===== config.mk =====
export PLATFORM = sky130hd
export DESIGN_NAME = imem_loader
export DESIGN_NICKNAME = d
export VERILOG_FILES = /design/src/rtl/imem_loader.sv
export SDC_FILE = /design/constraint.sdc
export NUM_CORES = 1
export LEC_CHECK = 0
export ABC_AREA = 1
export CAP_MARGIN = 20
export CELL_PAD_IN_SITES_DETAIL_PLACEMENT = 1
export CELL_PAD_IN_SITES_GLOBAL_PLACEMENT = 2
export CORE_UTILIZATION = 30
export CTS_BUF_LIST = sky130_fd_sc_hd__clkbuf_16
export CTS_CLUSTER_DIAMETER = 30
export DETAILED_ROUTE_END_ITERATION = 6
export PLACE_DENSITY_LB_ADDON = 0.1
export SYNTH_ARGS = -nofsm -noshare
export SYNTH_HDL_FRONTEND = slang
export SYNTH_SLANG_ARGS = --single-unit

===== constraint.sdc =====
create_clock -name clk -period 2 [get_ports clk]
set_input_delay 0.6 -clock clk [delete_from_list [all_inputs] [get_ports clk]]
set_output_delay 0.6 -clock clk [all_outputs]
set_load 0.02 [all_outputs]

===== src/rtl/imem_loader.sv =====
// Instruction memory loader: receives a length-prefixed little-endian byte
// stream, writes it word by word into instruction memory and holds the
// single-cycle core in reset until the whole program has been written.
module imem_loader #(
  parameter logic [31:0] BASE_ADDR = 32'h0000_0000,
  parameter int          MAX_WORDS = 256,
  parameter int          TIMEOUT   = 65535
) (
  input  logic        clk,
  input  logic        rst,
  input  logic        in_valid,
  input  logic [7:0]  in_data,
  output logic        in_ready,
  input  logic        load_req,
  output logic        mem_we,
  output logic [31:0] mem_addr,
  output logic [31:0] mem_wdata,
  output logic        core_rst,
  output logic        done,
  output logic        err
);

  localparam logic [2:0] HDR0  = 3'd0;
  localparam logic [2:0] HDR1  = 3'd1;
  localparam logic [2:0] DATA  = 3'd2;
  localparam logic [2:0] WRITE = 3'd3;
  localparam logic [2:0] DONE  = 3'd4;
  localparam logic [2:0] ERR   = 3'd5;

  // Idle counter must be able to hold the value TIMEOUT itself.
  localparam int            IW         = (TIMEOUT < 2) ? 1 : $clog2(TIMEOUT + 1);
  localparam logic [IW-1:0] IDLE_LIMIT = IW'(TIMEOUT);
  localparam logic [31:0]   MAX_N      = MAX_WORDS;

  logic [2:0]    state;
  logic [15:0]   index;
  logic [15:0]   n_words;
  logic [1:0]    bcnt;
  logic [IW-1:0] idle;
  logic [31:0]   word;

  logic          accept;
  logic [15:0]   hdr_n;
  logic          hdr_bad;
  logic [IW-1:0] idle_inc;
  logic          idle_expired;
  logic [15:0]   index_inc;

  assign accept       = in_valid & in_ready;
  // Full count as it will look once the high byte currently on in_data lands.
  assign hdr_n        = {in_data, n_words[7:0]};
  assign hdr_bad      = (hdr_n == 16'd0) || ({16'd0, hdr_n} > MAX_N);
  assign idle_inc     = idle + IW'(1);
  assign idle_expired = (idle_inc == IDLE_LIMIT);
  assign index_inc    = index + 16'd1;

  // A load request in the WRITE cycle cancels that write outright.
  assign mem_we    = (state == WRITE) && !load_req;
  assign mem_addr  = BASE_ADDR + {14'd0, index, 2'b00};
  assign mem_wdata = word;

  // Handshake and status outputs decoded from the current state only, so
  // they follow the asynchronous reset without waiting for a clock.
  always_comb begin
    in_ready = 1'b0;
    core_rst = 1'b1;
    done     = 1'b0;
    err      = 1'b0;
    case (state)
      HDR0, HDR1, DATA: in_ready = 1'b1;
      DONE: begin
        core_rst = 1'b0;
        done     = 1'b1;
      end
      ERR: begin
        in_ready = 1'b1;
        err      = 1'b1;
      end
      default: ;
    endcase
  end

  // Load sequencer: header capture, word assembly, write issue, idle timeout.
  always_ff @(posedge clk or negedge rst) begin
    if (!rst) begin
      state   <= HDR0;
      index   <= 16'd0;
      n_words <= 16'd0;
      bcnt    <= 2'd0;
      idle    <= '0;
      word    <= 32'd0;
    end else if (load_req) begin
      // Restart wins over any byte or write in the same cycle.
      state <= HDR0;
      index <= 16'd0;
      bcnt  <= 2'd0;
      idle  <= '0;
    end else begin
      case (state)
        HDR0: begin
          if (accept) begin
            n_words[7:0] <= in_data;
            idle         <= '0;
            state        <= HDR1;
          end
        end
        HDR1: begin
          if (accept) begin
            n_words[15:8] <= in_data;
            idle          <= '0;
            if (hdr_bad) begin
              state <= ERR;
            end else begin
              index <= 16'd0;
              bcnt  <= 2'd0;
              state <= DATA;
            end
          end else if (idle_expired) begin
            idle  <= '0;
            state <= ERR;
          end else begin
            idle <= idle_inc;
          end
        end
        DATA: begin
          if (accept) begin
            // First byte of a word ends up in bits [7:0] after four shifts.
            word <= {in_data, word[31:8]};
            idle <= '0;
            if (bcnt == 2'd3) begin
              bcnt  <= 2'd0;
              state <= WRITE;
            end else begin
              bcnt <= bcnt + 2'd1;
            end
          end else if (idle_expired) begin
            idle  <= '0;
            state <= ERR;
          end else begin
            idle <= idle_inc;
          end
        end
        WRITE: begin
          index <= index_inc;
          idle  <= '0;
          if (index_inc == n_words) begin
            state <= DONE;
          end else begin
            state <= DATA;
          end
        end
        default: ;
      endcase
    end
  end

endmodule


==> results_dict.tcl <==
set metrics [dict create \
    multiInputGateArea_um2 2436 \
    synth_most_common_cell "nand2_1" \
    synth_simple_gate_area_frac 0.3056 \
    clockBufferDepth 2 \
    synth-main-ff-cell "dfrtp_1" \
    synth_top_cell_area_share 0.4494 \
    slew_viol_final 0 \
    io_pins 81 \
    setup_viol 13 \
    grt_first_pass_wirelength_mm 26.15 \
    r2r-start "idle[1]" \
    rsz0062_at_grt "true" \
    drc 0 \
    worst_slack_ps -54.66 \
    clock-root-buffer "clkbuf_16" \
    first_pass_iters 4 \
    crit_end "idle[9]" \
    skew_ps 9.230 \
    numPortBuffers 64 \
    peakVddDrop_uv 467.2 \
    ys_seq_area_frac 0.4494 \
    cts-buffers-inserted 9 \
    synth.ff_latch_count 85 \
    final.min_clock_period_ps 2055 \
    rows 45 \
    finalNonFillerCells 1024 \
    area_growth_pct 47.58 \
    drt_iter0_drc 190 \
    end_kind "flip-flop" \
    grt_max_degree 41 \
    power_density_nw_per_um2 827.4 \
    routedWlPerCell_um 15.38 \
    place_inst 991 \
    place_hpwl_mm 11.63 \
    r2r.worst_path.cells 12 \
    synthAdderAreaFrac 0.01057 \
    drive_gt1_frac 0.2608 \
    routed_wl_mm 15.75 \
    yosysTopAreaCell "dfrtp_1" \
    min_path_type "input port to asynchronous set/reset pin" \
    worstPathArrival_ps 2280 \
    grt_antenna_before_repair 0 \
    finalSetupTns_ps -346.4 \
    grt_util_all_layers 0.2063 \
    synth_common_cells "214 x nand2_1, 85 x dfrtp_1, 80 x inv_1" \
    fmax_mhz 486.7 \
    core_um2 15310 \
    gp_congestion 0.8387 \
    diodes 0 \
    syn_area_um2 4733 \
    hold_buffers 0 \
    startpoint "idle[1]" \
    clock_latency_ps 360 \
    synthXorXnorAreaFrac 0.02458 \
    post-route-period-util 1.027 \
    netlist_instances 637 \
    r2r_end "idle[9]" \
    async_reset_ff_frac 1.000 \
    ant_nets 0 \
    violations "setup timing" \
    post_drt_via_cell_ratio 4.673 \
    synthDistinctLibCells 37 \
    worstSetupStartpointType "flip-flop" \
    muxShareOfSynthArea 0 \
    synth_compound_area_frac 0.1055 \
    fp.dieH_um 127.6 \
    required_ps 2220 \
    register_area_um2 2133 \
    overflow 0 \
    htreeDepth 3 \
    ys_warn_count 0 \
    dieWidth_um 127.6 \
    fin_nets 824 \
    crit_fanout 6 \
    clk_pin_slew_worst_paths_ps 80 \
    max-cap-violations 0 \
    synth_edf_count 0 \
    synth_top_family_by_area "simple AND/OR/NAND/NOR gates" \
    cts_tree "yes" \
    start_util 0.3091 \
    clock-sinks 85 \
    vias 4785 \
    first_global_vias 5148 \
    syn_area_per_cell_um2 7.431 \
    critPathKind "flip-flop to flip-flop" \
    p_leak_nw 3.685 \
    status "finished with violations" \
    synth_area_leaders "dfrtp_1 45%, nand2_1 17%, o21ai_0 7.2%" \
    fillers 1895 \
    die_area_um2 16280 \
    r2r_slack_ps -50 \
    final_hold_viol_count 0 \
]
## placed cells by master, fill, tap and decap left out, types with 3 or more instances in the layout
cell,count
nand2_1,196
buf_4,98
dfrtp_1,80
inv_1,72
o21ai_0,63
nand3_1,38
nor2_1,24
clkdlybuf4s50_1,22
dlygate4sd2_1,19
nand2_2,18
conb_1,16
dlymetal6s2s_1,16
nor2_2,14
nand4_1,12
inv_2,10
clkbuf_16,10
o22ai_1,8
o21ai_1,7
nor2_4,6
nand2_4,6
nand3_2,6
buf_6,6
xor2_1,5
nor3_1,5
a21oi_1,5
dfrtp_2,5
nor3_4,4
buf_12,4
inv_6,3
buf_2,3
## sequential cells by signal (all words and copies together) (netlist names)
signal     count
index         16
idle          16
bcnt           2
mem_wdata     32
state          3
n_words       16
## report_power, final
part / internal [mW] / switching, mW
clock: 0.885 / 0.853
combinational: 0.769 / 1.01
sequential: 2.03 / 0.233
## worst max-delay path: stages, from the launching register on
cell	delay, ps
dfrtp_1	410
ha_4	170
nand3_4	80
nor2_4	190
buf_4	140
nand4_1	80
nand2_2	130
nand2_4	70
nor3_4	150
nand4_4	130
buf_4	170
nand2_4	100
o22ai_1	80
## metal layers
layer / up-vias / track usage / share of wire
met5: - / 0 / 0
met4: 0 / 0.06505 / 0.013
met3: 13 / 0.03685 / 0.037
met2: 65 / 0.3176 / 0.45
met1: 2354 / 0.2934 / 0.50
li1: 2353 / - / -
## cell type report
| cell class | instances | share of cell area |
|---|---|---|
| flip-flops and latches | 85 | 0.3054 |
| well taps | 211 | 0.03779 |
| clock buffers | 9 | 0.03224 |
| clock inverters | 7 | 0.01039 |
| multi-input cells | 457 | 0.3487 |
| inverters | 83 | 0.04478 |
| repair buffers | 172 | 0.2207 |
## what timing repair did
item | 4_1_cts | 5_1_grt
gates cloned | 1 | 1
buffers inserted | 9 | 7
gates resized for setup | 80 | 62
pin swaps | 24 | 26
endpoints found under the hold margin | 0 | 0
setup endpoints to repair | 51 | 45
## worst min-delay path by stage
stage	startpoint	endpoint	slack, ps	cells past startpoint
5_1_grt	rst	idle[10]	190	1
3_5_place_dp	mem_wdata[5]	mem_wdata[5]	480	2
2_1_floorplan	rst	bcnt[0]	300	0
6_report	rst	idle[10]	160	1
4_1_cts	rst	idle[10]	170	1
3_3_place_gp	mem_wdata[4]	mem_wdata[4]	470	2
## metrics by stage
step	power (mW)	hold WS (ps)	utilization	cell area [um2]	worst slack, ps
6_report	5.780	164.4	0.4561	6985	-54.66
2_1_floorplan	3.187	304.4	-	4790	41.98
5_1_grt	6.126	186.4	0.4561	6985	-186.7
4_1_cts	5.784	171.0	0.4405	6746	-61.23
3_3_place_gp	3.957	467.8	0.4076	6242	-499.9
3_5_place_dp	4.006	479.1	0.4076	6242	-481.3
## cells by family after synthesis
| group | Yosys count |
|---|---|
| DFF | 85 |
| buffers and inverters | 111 |
| and+or+nand+nor | 335 |
| xor gates and xnor gates | 10 |
| AOI/OAI and AO/OA | 91 |
| adders and majority gates | 4 |
| other | 1 |
Note: power is estimated with default switching activity, not from simulation.
